--- config.mk ---
export PLATFORM = sky130hd
export DESIGN_NAME = buart
export DESIGN_NICKNAME = d
export VERILOG_FILES = /design/src/rtl/buart_pkg.sv /design/src/rtl/inpin.sv /design/src/rtl/buart.sv
export SDC_FILE = /design/constraint.sdc
export NUM_CORES = 1
export LEC_CHECK = 0
export CAP_MARGIN = 25
export CORE_AREA = 4 4 77 65
export CTS_CLUSTER_SIZE = 8
export DETAILED_ROUTE_END_ITERATION = 8
export DIE_AREA = 0 0 81 69
export PLACE_DENSITY = 0.9
export SLEW_MARGIN = 20
export SYNTH_ARGS = -nofsm -noshare
export SYNTH_HDL_FRONTEND = slang
export SYNTH_SLANG_ARGS = --single-unit
--- constraint.sdc ---
create_clock -name clk -period 3.8 [get_ports clk]
set_clock_uncertainty 0.1 [all_clocks]
set_input_delay 0.95 -clock clk [delete_from_list [all_inputs] [get_ports clk]]
set_output_delay 0.95 -clock clk [all_outputs]
set_load 0.02 [all_outputs]
--- src/rtl/buart_pkg.sv ---
// Shared types and frame constants for the buart 8N1 transceiver.
package buart_pkg;

  localparam int unsigned DATA_BITS  = 8;
  localparam int unsigned FRAME_BITS = 10;

  typedef enum logic [1:0] {TX_IDLE, TX_START, TX_DATA, TX_STOP} tx_state_e;
  typedef enum logic [1:0] {RX_IDLE, RX_START, RX_DATA, RX_STOP} rx_state_e;

  function automatic int unsigned calc_clks_per_bit(input int unsigned clk_hz,
                                                    input int unsigned baud);
    return clk_hz / baud;
  endfunction

endpackage

--- src/rtl/inpin.sv ---
// Two-flop metastability synchronizer for an asynchronous input pin.
module inpin (
  input  logic clk,
  input  logic pin,
  output logic rd
);

  logic meta;

  always_ff @(posedge clk) begin
    meta <= pin;
    rd   <= meta;
  end

endmodule

--- src/rtl/buart.sv ---
// 8N1 UART transceiver: registered RX holding byte, single-shot TX.
// BUART_RX_SYNC_EN selects a two-flop rx synchronizer (inpin) instead of one register.
module buart
  import buart_pkg::*;
#(
  parameter int unsigned CLK_HZ       = 12000000,
  parameter int unsigned BAUD         = 115200,
  parameter int unsigned CLKS_PER_BIT = calc_clks_per_bit(CLK_HZ, BAUD)
) (
  input  logic                 clk,
  input  logic                 rst,
  input  logic                 rx,
  output logic                 tx,
  input  logic                 rd,
  input  logic                 wr,
  input  logic [DATA_BITS-1:0] tx_data,
  output logic [DATA_BITS-1:0] rx_data,
  output logic                 valid,
  output logic                 busy
);

  localparam int unsigned CW = $clog2(CLKS_PER_BIT) + 1;
  localparam logic [CW-1:0] BIT_END  = CW'(CLKS_PER_BIT - 1);
  localparam logic [CW-1:0] HALF_END = CW'(CLKS_PER_BIT / 2 - 1);
  localparam logic [2:0]    LAST_BIT = 3'(DATA_BITS - 1);

  // ---------------- transmitter ----------------
  tx_state_e            tx_state, tx_state_n;
  logic [CW-1:0]        tx_cnt, tx_cnt_n;
  logic [2:0]           tx_idx, tx_idx_n;
  logic [DATA_BITS-1:0] tx_shift, tx_shift_n;
  logic                 tx_n;

  always_ff @(posedge clk) begin
    if (rst) begin
      tx_state <= TX_IDLE;
      tx_cnt   <= '0;
      tx_idx   <= '0;
      tx_shift <= '0;
      tx       <= 1'b1;
    end else begin
      tx_state <= tx_state_n;
      tx_cnt   <= tx_cnt_n;
      tx_idx   <= tx_idx_n;
      tx_shift <= tx_shift_n;
      tx       <= tx_n;
    end
  end

  always_comb begin
    tx_state_n = tx_state;
    tx_cnt_n   = tx_cnt + CW'(1);
    tx_idx_n   = tx_idx;
    tx_shift_n = tx_shift;
    tx_n       = tx;
    unique case (tx_state)
      TX_IDLE: begin
        tx_cnt_n = '0;
        tx_n     = 1'b1;
        if (wr) begin
          tx_shift_n = tx_data;
          tx_state_n = TX_START;
          tx_n       = 1'b0;
        end
      end
      TX_START: if (tx_cnt == BIT_END) begin
        tx_cnt_n   = '0;
        tx_idx_n   = '0;
        tx_state_n = TX_DATA;
        tx_n       = tx_shift[0];
      end
      TX_DATA: if (tx_cnt == BIT_END) begin
        tx_cnt_n = '0;
        if (tx_idx == LAST_BIT) begin
          tx_state_n = TX_STOP;
          tx_n       = 1'b1;
        end else begin
          tx_idx_n   = tx_idx + 3'd1;
          tx_shift_n = tx_shift >> 1;
          tx_n       = tx_shift[1];
        end
      end
      TX_STOP: if (tx_cnt == BIT_END) begin
        tx_cnt_n   = '0;
        tx_state_n = TX_IDLE;
        tx_n       = 1'b1;
      end
      default: tx_state_n = TX_IDLE;
    endcase
  end

  assign busy = (tx_state != TX_IDLE);

  // ---------------- receiver ----------------
  logic rx_s, rx_q;

`ifdef BUART_RX_SYNC_EN
  inpin u_inpin (.clk(clk), .pin(rx), .rd(rx_s));
`else
  always_ff @(posedge clk) begin
    if (rst) rx_s <= 1'b1;
    else     rx_s <= rx;
  end
`endif

  rx_state_e            rx_state, rx_state_n;
  logic [CW-1:0]        rx_cnt, rx_cnt_n;
  logic [2:0]           rx_idx, rx_idx_n;
  logic [DATA_BITS-1:0] rx_shift, rx_shift_n;
  logic                 load;

  always_ff @(posedge clk) begin
    if (rst) begin
      rx_q     <= 1'b1;
      rx_state <= RX_IDLE;
      rx_cnt   <= '0;
      rx_idx   <= '0;
      rx_shift <= '0;
      rx_data  <= '0;
      valid    <= 1'b0;
    end else begin
      rx_q     <= rx_s;
      rx_state <= rx_state_n;
      rx_cnt   <= rx_cnt_n;
      rx_idx   <= rx_idx_n;
      rx_shift <= rx_shift_n;
      // a new byte takes priority over an acknowledge in the same cycle
      if (load) begin
        rx_data <= rx_shift;
        valid   <= 1'b1;
      end else if (rd) begin
        valid   <= 1'b0;
      end
    end
  end

  always_comb begin
    rx_state_n = rx_state;
    rx_cnt_n   = rx_cnt + CW'(1);
    rx_idx_n   = rx_idx;
    rx_shift_n = rx_shift;
    load       = 1'b0;
    unique case (rx_state)
      RX_IDLE: begin
        rx_cnt_n = '0;
        if (rx_q && !rx_s) rx_state_n = RX_START;
      end
      RX_START: if (rx_cnt == HALF_END) begin
        rx_cnt_n   = '0;
        rx_idx_n   = '0;
        rx_state_n = rx_s ? RX_IDLE : RX_DATA;
      end
      RX_DATA: if (rx_cnt == BIT_END) begin
        rx_cnt_n   = '0;
        rx_shift_n = {rx_s, rx_shift[DATA_BITS-1:1]};
        if (rx_idx == LAST_BIT) rx_state_n = RX_STOP;
        else                    rx_idx_n   = rx_idx + 3'd1;
      end
      RX_STOP: if (rx_cnt == BIT_END) begin
        rx_cnt_n   = '0;
        rx_state_n = RX_IDLE;
        load       = rx_s;
      end
      default: rx_state_n = RX_IDLE;
    endcase
  end

endmodule

==> impl_results.md <==
* Average vias per placed instance at 5.57
* Grt ovf at 0
* Post-route DRC at 0
* Main flop type after synthesis: dfxtp_1
* Layout area overhead at 15.2%
* Clk slew on worst S/H paths at 100 ps
* Commonest non-fill, non-tap cell in the layout: dfxtp_1
* Syn nets at 301
* Initial antenna violation count at 0
* Detailed-route via count at 1984
* TritonCTS clock tree: built
* CTS Hold Bufs at 0
* First-pass GRT wire length at 8.47 mm
* DR WL/cell at ~13 um
* Synth cell types at 40
* Row count at 21
* DRT Pass-1 Iters at 4
* Ys async rst share at 0
* CTS max path bufs at 2
* DIE WIDTH at 81 um
* Synth Register Bits at 54
* Final number of max-transition violations at 0
* Clock root buffer: clkbuf_8
* Sequential cell area at 1080 sq um
* # fillers at 345
* Kind of end point of the critical path: primary output
* Mean Syn Cell Area at 8.81 sq um
* CP Class: flop to primary output
* Fraction of layout cells with a size suffix above 1 at 0.0569
* Die Y at 69 um
* Core box area at 4150 sq um
* Peak VDD IR at 0.296 mV
* Final ANT Viol Nets at 0
* Max-cap violations at 0
* Post-synthesis cell count at approximately 280
* Post-DP HPWL at ~3.4 mm
* Post-CTS sizing at 0
* Final number of hold-violating endpoints at 0
* Outcome: finished clean
* Fin cells at between 300 and 400
* Worst path required time at 2750 ps
* Crit path launch type: flop
* EDFF count, synth at 0
* Worst Max-Slew Pin Slew at 600 ps
* Die area at 5590 sq um
* Gr usage total at 0.185
* Leak Pwr at 1.07 nW
* N_diodes at 0
* Vias in the first global route at 2015
* Yosys warning total at 0
* Finish-stage setup viols at 0
* Commonest cells after routing, fill and taps aside: 54 x dfxtp_1, 37 x nor2_1, 27 x nand2_1
* I/O pins at 24
* RSZ-0062 raised after global routing: no
* H-tree levels at 2
* Post-synthesis instance area at 2440 sq um
* IO Port Bufs at 23
* FMAX at 354 MHz
* Pwr dens at 458 nW/um^2
* Fin util at 0.677
* WL final at around 4.7 mm
* Post-CTS Repair Setup Buffers at 0
* Final min period at 2830 ps
* Setup TNS at 0 ps
* Initial DRC Count at 131
* Clock Latency Late Sink at 320 ps
* Final nets at between 300 and 400
* Cell count after placement at approximately 350
* Tot Pwr at 1.29 mW
* Pin count of the biggest net entering global routing at 26
* GP Congestion at a little under 0.8
* WP data arrival at 1780 ps
* Footprint of the multi-input gates at 1260 sq um
* Hold Crit Class: flop to flop
* Clk sink count at 54
* Initial Utilization at 0.588
* Crit path max fanout at 4
* Sequential share of the synthesized area at 0.443
* Final period util at 0.744
* Relative slew slack at 0.596
* Cts bufs inserted at 5
## critical path, cell delays in order, from the launching register on
cell	delay, ps
dfxtp_1	400
inv_1	110
ha_1	270
inv_1	80
clkdlybuf4s50_1	610
## routing by layer
layer,part of all wire,GRT usage
met4,0.015,0.0638
met2,0.48,0.310
met1,0.46,0.224
met3,0.046,0.0534
met5,0,0
## cell type report
class                           instances  share of cell area
Clock buffer                            5              0.0245
Clock inverter                          3              0.0102
Inverter                               16              0.0214
Multi-Input combinational cell        196               0.447
Sequential cell                        54               0.385
Tap cell                               57              0.0254
Timing Repair Buffer                   25              0.0872
## Yosys cell counts (2+ instances only)
cell type  instances  share of area
a211o_1            3          0.011
a211oi_1           2         0.0061
a21oi_1           10          0.021
a31oi_1            8          0.021
and3_1             2         0.0051
buf_2              2         0.0041
clkbuf_1           9          0.014
dfxtp_1           54           0.44
ha_1              11          0.056
inv_1             16          0.025
mux2i_1           18          0.074
nand2_1           27          0.042
nand2b_1           6          0.015
nand3_1            6          0.012
nor2_1            37          0.057
nor3_1             5          0.010
o211a_1            2         0.0082
o21ai_0           22          0.045
or2_2              3         0.0077
or3b_1             2         0.0072
or4_1              2         0.0061
or4b_1             2         0.0082
xnor2_1            6          0.022
xor2_1             6          0.022
## where the power goes
part | internal, mW | leakage [nW] | total, mW | switching [mW]
combinational | 0.127 | 0.583 | 0.295 | 0.168
clock | 0.138 | 0.0506 | 0.344 | 0.206
sequential | 0.612 | 0.438 | 0.648 | 0.0367
## cell families (layout without fill, tap and decap cells)
kind of cell,after synthesis,in the layout,share of synthesized area
compound gates,53,53,0.133
xor+xnor,12,12,0.0431
fa+ha+maj,11,11,0.0564
buf+inv,27,49,0.0425
flops,54,54,0.443
mux,19,19,0.0784
simple gates,101,101,0.204
## state kept, by name (all words and copies together) (netlist names), named ones only
register / flops
rx_cnt: 8
rx_data: 8
rx_idx: 3
rx_q: 1
rx_s: 1
rx_shift: 8
rx_state: 1
tx: 1
tx_cnt: 8
tx_idx: 3
tx_shift: 8
tx_state: 2
valid: 1
## worst paths after layout
path / start / end / slack [ps] / cells past startpoint
hold / removal: rx_cnt[0] / rx_cnt[0] / 380 / 1
setup reg to reg: rx_cnt[0] / rx_data[5] / 1250 / 5
hold reg to reg: rx_cnt[0] / rx_cnt[0] / 380 / 1
setup / recovery: tx_state[0] / busy / 970 / 4
## stage by stage
step | setup slack [ps] | hold WS (ps) | cell area, sq um
floorplan | 1870 | 326 | 2440
global placement | 1160 | 341 | 2710
detailed placement | 1130 | 356 | 2710
CTS | 965 | 372 | 2810
global route | 878 | 406 | 2810
finish | 973 | 375 | 2810
No activity file was read; power rests on OpenSTA's default activity.
